<file path="src/rtl/axi_interconnect_fifogen_wptr_full_pkg.sv">
// Shared pointer-width/depth derivations and defaults for the fifogen write-side blocks.
package axi_interconnect_fifogen_wptr_full_pkg;

  localparam int unsigned DefSyncStages = 2;

  function automatic int unsigned fifo_depth(input int unsigned aw);
    return 32'd1 << aw;
  endfunction

  // One extra pointer bit separates full from empty.
  function automatic int unsigned ptr_width(input int unsigned aw);
    return aw + 32'd1;
  endfunction

endpackage

</file>
<file path="src/rtl/axi_interconnect_fifogen_gray2dec.sv">
// Gray-to-binary converter, counterpart of dec2gray; optionally registered.
module axi_interconnect_fifogen_gray2dec #(
  parameter int unsigned DW         = 5,
  parameter bit          PIPLE_LINE = 1'b0
) (
  input  logic          clk_sys,
  input  logic          rst,
  input  logic [DW-1:0] gray,
  output logic [DW-1:0] bin
);

  logic [DW-1:0] bin_c;

  // Each binary bit is the XOR of all Gray bits at and above it.
  always_comb begin
    bin_c = '0;
    for (int i = 0; i < DW; i++) begin
      bin_c[i] = ^(gray >> i);
    end
  end

  if (PIPLE_LINE) begin : gen_pipe
    logic [DW-1:0] bin_q;
    always_ff @(posedge clk_sys) begin
      if (rst) begin
        bin_q <= '0;
      end else begin
        bin_q <= bin_c;
      end
    end
    assign bin = bin_q;
  end else begin : gen_comb
    logic unused_clk_rst;
    assign unused_clk_rst = ^{clk_sys, rst};
    assign bin            = bin_c;
  end

endmodule

</file>
<file path="src/rtl/axi_interconnect_fifogen_wptr_full.sv">
// Write-side pointer, read-pointer synchronizer and full/afull/level/overflow generation.
module axi_interconnect_fifogen_wptr_full
  import axi_interconnect_fifogen_wptr_full_pkg::*;
#(
  parameter int unsigned AW          = 4,
  parameter int unsigned SYNC_STAGES = DefSyncStages,
  parameter int unsigned AFULL_TH    = 14
) (
  input  logic          clk_sys,
  input  logic          rst,
  input  logic          wr_en,
  input  logic [AW:0]   rd_gptr_async,
  output logic          wr_accept,
  output logic [AW-1:0] wr_addr,
  output logic [AW:0]   wr_bptr,
  output logic          full,
  output logic          afull,
  output logic [AW:0]   wr_level,
  output logic          ovf
);

  localparam int unsigned PW     = ptr_width(AW);
  localparam int unsigned Depth  = fifo_depth(AW);
  localparam logic [PW-1:0] DepthW = PW'(Depth);
  localparam logic [PW-1:0] AfullW = PW'(AFULL_TH);

  logic [PW-1:0] wr_bptr_q, wr_bptr_nxt;
  logic [PW-1:0] wr_level_q, lvl_nxt;
  logic          full_q, afull_q, ovf_q;
  logic [PW-1:0] sync_q [SYNC_STAGES];
  logic [PW-1:0] rd_gsync, rd_bsync;

  assign rd_gsync = sync_q[SYNC_STAGES-1];

  axi_interconnect_fifogen_gray2dec #(
    .DW         (PW),
    .PIPLE_LINE (1'b0)
  ) u_rd_g2b (
    .clk_sys (clk_sys),
    .rst     (rst),
    .gray    (rd_gsync),
    .bin     (rd_bsync)
  );

  // Pushes are ignored while reset is asserted.
  assign wr_accept   = wr_en & ~full_q & ~rst;
  assign wr_bptr_nxt = wr_bptr_q + PW'(wr_accept);
  // Uses the current synced read pointer, so level/full can only be pessimistic.
  assign lvl_nxt     = wr_bptr_nxt - rd_bsync;

  always_ff @(posedge clk_sys) begin
    if (rst) begin
      for (int k = 0; k < SYNC_STAGES; k++) begin
        sync_q[k] <= '0;
      end
      wr_bptr_q  <= '0;
      wr_level_q <= '0;
      full_q     <= 1'b0;
      afull_q    <= 1'b0;
      ovf_q      <= 1'b0;
    end else begin
      sync_q[0] <= rd_gptr_async;
      for (int k = 1; k < SYNC_STAGES; k++) begin
        sync_q[k] <= sync_q[k-1];
      end
      wr_bptr_q  <= wr_bptr_nxt;
      wr_level_q <= lvl_nxt;
      full_q     <= (lvl_nxt == DepthW);
      afull_q    <= (lvl_nxt >= AfullW);
      ovf_q      <= wr_en & full_q;
    end
  end

  assign wr_bptr  = wr_bptr_q;
  assign wr_addr  = wr_bptr_q[AW-1:0];
  assign wr_level = wr_level_q;
  assign full     = full_q;
  assign afull    = afull_q;
  assign ovf      = ovf_q;

endmodule
</file>
<file path="config.mk">
export PLATFORM = sky130hd
export DESIGN_NAME = axi_interconnect_fifogen_wptr_full
export DESIGN_NICKNAME = d
export VERILOG_FILES = /design/src/rtl/axi_interconnect_fifogen_wptr_full_pkg.sv /design/src/rtl/axi_interconnect_fifogen_gray2dec.sv /design/src/rtl/axi_interconnect_fifogen_wptr_full.sv
export SDC_FILE = /design/constraint.sdc
export NUM_CORES = 1
export LEC_CHECK = 0
export CAP_MARGIN = 15
export CORE_ASPECT_RATIO = 0.6
export CORE_MARGIN = 3
export CORE_UTILIZATION = 32
export DETAILED_ROUTE_END_ITERATION = 8
export PLACE_DENSITY = 0.54
export SLEW_MARGIN = 20
export SYNTH_ARGS = -nofsm -noshare
export SYNTH_HDL_FRONTEND = slang
export SYNTH_HIERARCHICAL = 1
export SYNTH_SLANG_ARGS = --single-unit
</file>
<file path="constraint.sdc">
create_clock -name clk_sys -period 3.28 [get_ports clk_sys]
set_clock_uncertainty 0.15 [all_clocks]
set_input_delay 0.492 -clock clk_sys [delete_from_list [all_inputs] [get_ports clk_sys]]
set_output_delay 0.492 -clock clk_sys [all_outputs]
set_load 0.02 [all_outputs]
</file>
# Word level (Yosys, flattened, before mapping)
# Memory sizes are Yosys's and may differ from the RTL's.
# Index checks and enable logic that the tools add are counted.
# Widths: inputs -> output; s select.
# word_totals
n_memories,1
mem_bits_rw,10
elab_cells,27
ff_bits,13
inputBits,8
out_inout_bits,18
# classes
order_cmp,1
eq_ne,1
bitwise,7
muxes,5
reduce_logical,5
addsub,2
# mem_list
name,words,width,read_ports,rd_clocked_by_memory_dff,write_ports,line,source
sync_q,2,5,2,0,2,axi_interconnect_fifogen_wptr_full.sv:30,logic [PW-1:0] sync_q [SYNC_STAGES];
# ops
cell,count
$reduce_xor 5->1,5
$mux 5,2
$add 5x1->5,1
$eq 5x5->1 const B,1
$ge 5x4->1 const B,1
$sub 5x5->5,1
$and 1x1->1,3
$mux 1,3
$not 1->1,2
$or 1x1->1,2

# Longest topological paths before layout
# logic_depth
depth_word,6
mapped_depth,10

# By module
# Netlist, hierarchy kept.
# modules_own_cells
mod,area_per_inst_um2,cells_per_inst,instances,seq_area_each_um2
axi_interconnect_fifogen_wptr_full,879.6,85,1,460.4
axi_interconnect_fifogen_gray2dec,72.6,6,1,0.0

# Least setup slack after synthesis
# No wires, ideal clock.
# synth_timing
path_type,input to register
startpoint,in rst
endpoint,"reg full_q, in the netlist full"
setup_ns,0.091
arrival_ns,2.915
path_slack_ns,0.124
path_stages,10
path_buffers,1
cell_sequence,clkbuf_1 -> nor3b_1 -> ha_1 -> ha_1 -> xor2_1 -> ha_1 -> a21oi_1 -> o21ai_0 -> xnor2_1 -> nor4bb_1
# synth_via
elab_chain_len,5
# synth_rtl
element,line,source
from (decl),axi_interconnect_fifogen_wptr_full.sv:10,"input logic rst,"
$not 1->1,axi_interconnect_fifogen_wptr_full.sv:46,assign wr_accept = wr_en & ~full_q & ~rst;
$and 1x1->1,axi_interconnect_fifogen_wptr_full.sv:46,
named net wr_accept,axi_interconnect_fifogen_wptr_full.sv:13,"output logic wr_accept,"
$add 5x1->5,axi_interconnect_fifogen_wptr_full.sv:47,assign wr_bptr_nxt = wr_bptr_q + PW'(wr_accept);
named net wr_bptr_nxt[2],axi_interconnect_fifogen_wptr_full.sv:27,"logic [PW-1:0] wr_bptr_q, wr_bptr_nxt;"
$sub 5x5->5,axi_interconnect_fifogen_wptr_full.sv:49,assign lvl_nxt = wr_bptr_nxt - rd_bsync;
$eq 5x5->1,axi_interconnect_fifogen_wptr_full.sv:68,full_q <= (lvl_nxt == DepthW);
to (signal assigned),axi_interconnect_fifogen_wptr_full.sv:68,
to (decl),axi_interconnect_fifogen_wptr_full.sv:29,"logic full_q, afull_q, ovf_q;"
# The timed path passes the listed nets, and every way through them passes these cells.
# A chain may end at the register's enable or synchronous reset.

# Worst setup path in the final report
# layout_timing
startpoint,in rst
endpoint,"reg full_q, in the netlist full"
# layout_via
elab_chain_len,5
# layout_rtl
element,line
$not 1->1,axi_interconnect_fifogen_wptr_full.sv:46
$and 1x1->1,axi_interconnect_fifogen_wptr_full.sv:46
$add 5x1->5,axi_interconnect_fifogen_wptr_full.sv:47
named net wr_bptr_nxt[2],axi_interconnect_fifogen_wptr_full.sv:27
$sub 5x5->5,axi_interconnect_fifogen_wptr_full.sv:49
$eq 5x5->1,axi_interconnect_fifogen_wptr_full.sv:68
# The timed path passes the listed nets, and every way through them passes these cells.

==> flow_summary.toml <==
[status]
status = "finished, final reports clean"

[power_and_ir_drop]
power_frac_seq = 0.476
netSwitchingPower_uw = 180
vdd_drop_max_mv = 0.311
p_comb_frac = 0.263
p_leak_nw = 0.524
p_sw_frac = 0.274
internal-power_uw = 477
p_clk_frac = 0.261
power_density_nw_per_um2 = 519

[place]
dpl.hpwl_mm = 1.27
gp_congestion = 0.829
io_buffers = 25
pre_cts_ws_ns = 0.0315
dp_cells = 151

[route]
wl_mm = 1.64
first_pass_iters = 4
ant_nets = 0
post_drt_wl_per_cell_um = 10.6
vias = 617
met2_length_um = 614
drt-met1-wl_um = 868
drc = 0
viasPerCell = 3.98
dr.max_layer_used = "met4"
dr_wl_met3_um = 140
first_iter_violations = 19

[flow_run]
drv_cap = 0

[critical_path]
crit_path_cell_trace = "clkdlybuf4s50_1 > nor3b_1 > ha_1 > ha_1 > xor2_1 > ha_1 > a21oi_1 > o21ai_0 > xnor2_1 > nor4bb_1"
cp_max_fo = 4
endpoint = "full"
end_kind = "flip-flop"
critical-path-max-stage-delay_ns = 0.47
r2r_cells = 8
worst_setup_path_start_kind = "input pin"
crit_type = "in -> reg"
worstReg2RegStart = "sync_q[0][9]"
worstSetupStartpoint = "rst"
reg2reg_to = "full"
critPathSlowestCell = "clkdlybuf4s50_1"
r2r_setup_slack_ns = 0.70
worstPathRequired_ns = 3.31
crit_top_cell = "ha_1"
crit_arrival_ns = 3.03

[synthesis]
synthesis.area_um2 = 952
syn_nets = 106
synthTopCellsByArea = "dfxtp_1 (48%), ha_1 (7.9%), nor2b_1 (6.6%)"
seq_area_frac_synth = 0.484
syn_inst = 91
ys_warn_count = 6
synthDistinctLibCells = 23
synth_top_cell_by_area = "dfxtp_1"
synth_seq_cells = 23
synth.avg_cell_area_um2 = 10.5
synth_top_area_frac = 0.484

[timing]
setup_viol = 0
fin_crit_sh = 0.915
finalMaxSlewViolations = 0
period_needed_ns = 3.00
worstMarginPinSlew_ns = 0.284
hold_viol_final = 0
slew_headroom = 0.810
setup_ws_ns = 0.279
tns_ns = 0
rsz0062_at_grt = "false"
fmax_mhz = 333

[die]
die_h_um = 48.3
start_util = 0.358
num_io_pins = 26
die_w_um = 76.4
die_area_um2 = 3690
num_rows = 14
core_area_um2 = 2660

[cts]
ctsResizeCount = 0
clock-sinks = 23
cts_buffers = 3
htreeDepth = 1
hold_buffers = 0
cts_buffer_depth = 2
clkTransAtPathRegs_ns = 0.08
clock-root-buffer = "clkbuf_8"
postCtsSetupBuffers = 0
cts_tree = "yes"
insertion_delay_ns = 0.26

[grt]
grt_pass1_wl_mm = 2.85
grt_pass1_vias = 617
track_usage = 0.104
grt_start_max_net_pins = 21
overflow = 0
antenna_found_initial = 0

[cells_and_area]
layout_common_cells = "clkdlybuf4s50_1 (25), dfxtp_1 (23), nor2b_1 (10), nor2_1 (10), xnor2_1 (7)"
mostFrequentLayoutCell = "clkdlybuf4s50_1"
nets = 131
fin_cells = 155
areaGrowthSynthToFinish_pct = 33.1
antenna_cells = 0
drive_gt1_frac = 0.0609

[hold_path]
hold_class = "reg -> reg"
## logic make-up after synthesis
group,share of synthesized area
AND/OR/NAND/NOR,0.181
flip-flops,0.484
XOR/XNOR,0.142
buffers and inverters,0.0710
adder cells (fa/ha/maj),0.0999
AO/OA/AOI/OAI,0.0223
## worst max-delay path: cells and delay by family
family                   cells  cell delay (ns)
buffers and inverters        1             0.47
XOR/XNOR                     2             0.47
AND/OR/NAND/NOR              2             0.61
adder cells (fa/ha/maj)      3             0.73
AO/OA/AOI/OAI                2             0.25
## worst min path at each step
stage / end / slack (ns) / cells after the start / start
after floorplan: sync_q[0][5] / 0.26 / 1 / sync_q[0][0]
after global placement: sync_q[0][9] / 0.27 / 1 / sync_q[0][4]
after detailed placement: sync_q[0][5] / 0.28 / 1 / sync_q[0][0]
after CTS: sync_q[0][8] / 0.30 / 1 / sync_q[0][3]
after global routing: sync_q[0][6] / 0.31 / 1 / sync_q[0][1]
final: sync_q[0][5] / 0.29 / 1 / sync_q[0][0]
## synth_stat cells
| cell type | instances |
|---|---|
| nor2_1 | 10 |
| and2_1 | 2 |
| dfxtp_1 | 23 |
| a21oi_1 | 2 |
| clkbuf_1 | 2 |
| inv_1 | 6 |
| and3_1 | 1 |
| nand3_1 | 2 |
| ha_1 | 6 |
| xor2_1 | 4 |
| nand2b_1 | 2 |
| nor4bb_1 | 1 |
| nand3_2 | 1 |
| o21ai_0 | 1 |
| nor2b_1 | 10 |
| xnor3_1 | 1 |
| xnor2_1 | 7 |
| o22ai_1 | 1 |
| xor2_2 | 1 |
| fa_1 | 1 |
| nand2_1 | 1 |
| nor3b_1 | 1 |
| buf_4 | 5 |
## flip-flops by register name, summed over array words and instances, names as in the netlist
signal / flops
sync_q: 10
wr_bptr: 5
wr_level: 5
afull: 1
full: 1
ovf: 1
## power by group through the flow
stage	sequential (mW)	combinational [mW]	clock, mW
floorplan	0.343	0.0827	0
global placement	0.319	0.173	0
detailed placement	0.320	0.174	0
CTS	0.314	0.176	0.182
global route	0.317	0.192	0.196
finish	0.313	0.173	0.172
## per-stage QoR
stage	util	power (mW)	hold slack (ns)	area (um^2)
6_report	0.476	0.658	0.289	1270
5_1_grt	0.476	0.705	0.314	1270
3_5_place_dp	0.459	0.494	0.278	1220
3_3_place_gp	0.459	0.492	0.269	1220
4_1_cts	0.476	0.671	0.297	1270
2_1_floorplan	-	0.426	0.264	952
## metal layers
metal | vias to the layer above | GRT usage
met1 | 268 | 0.133
met3 | 2 | 0.0535
li1 | 327 | -
met2 | 20 | 0.155
met4 | 0 | 0.0325
met5 | - | 0
## cell type report
| class | instances | area, um^2 |
|---|---|---|
| timing repair buffer | 27 | 265 |
| sequential | 23 | 460 |
| tap | 40 | 50.0 |
| multi-input combinational | 55 | 424 |
| inverter | 6 | 22.5 |
| clock buffer | 4 | 45.0 |
| fill | 259 | 1400 |
(Power assumes the default switching activity.)
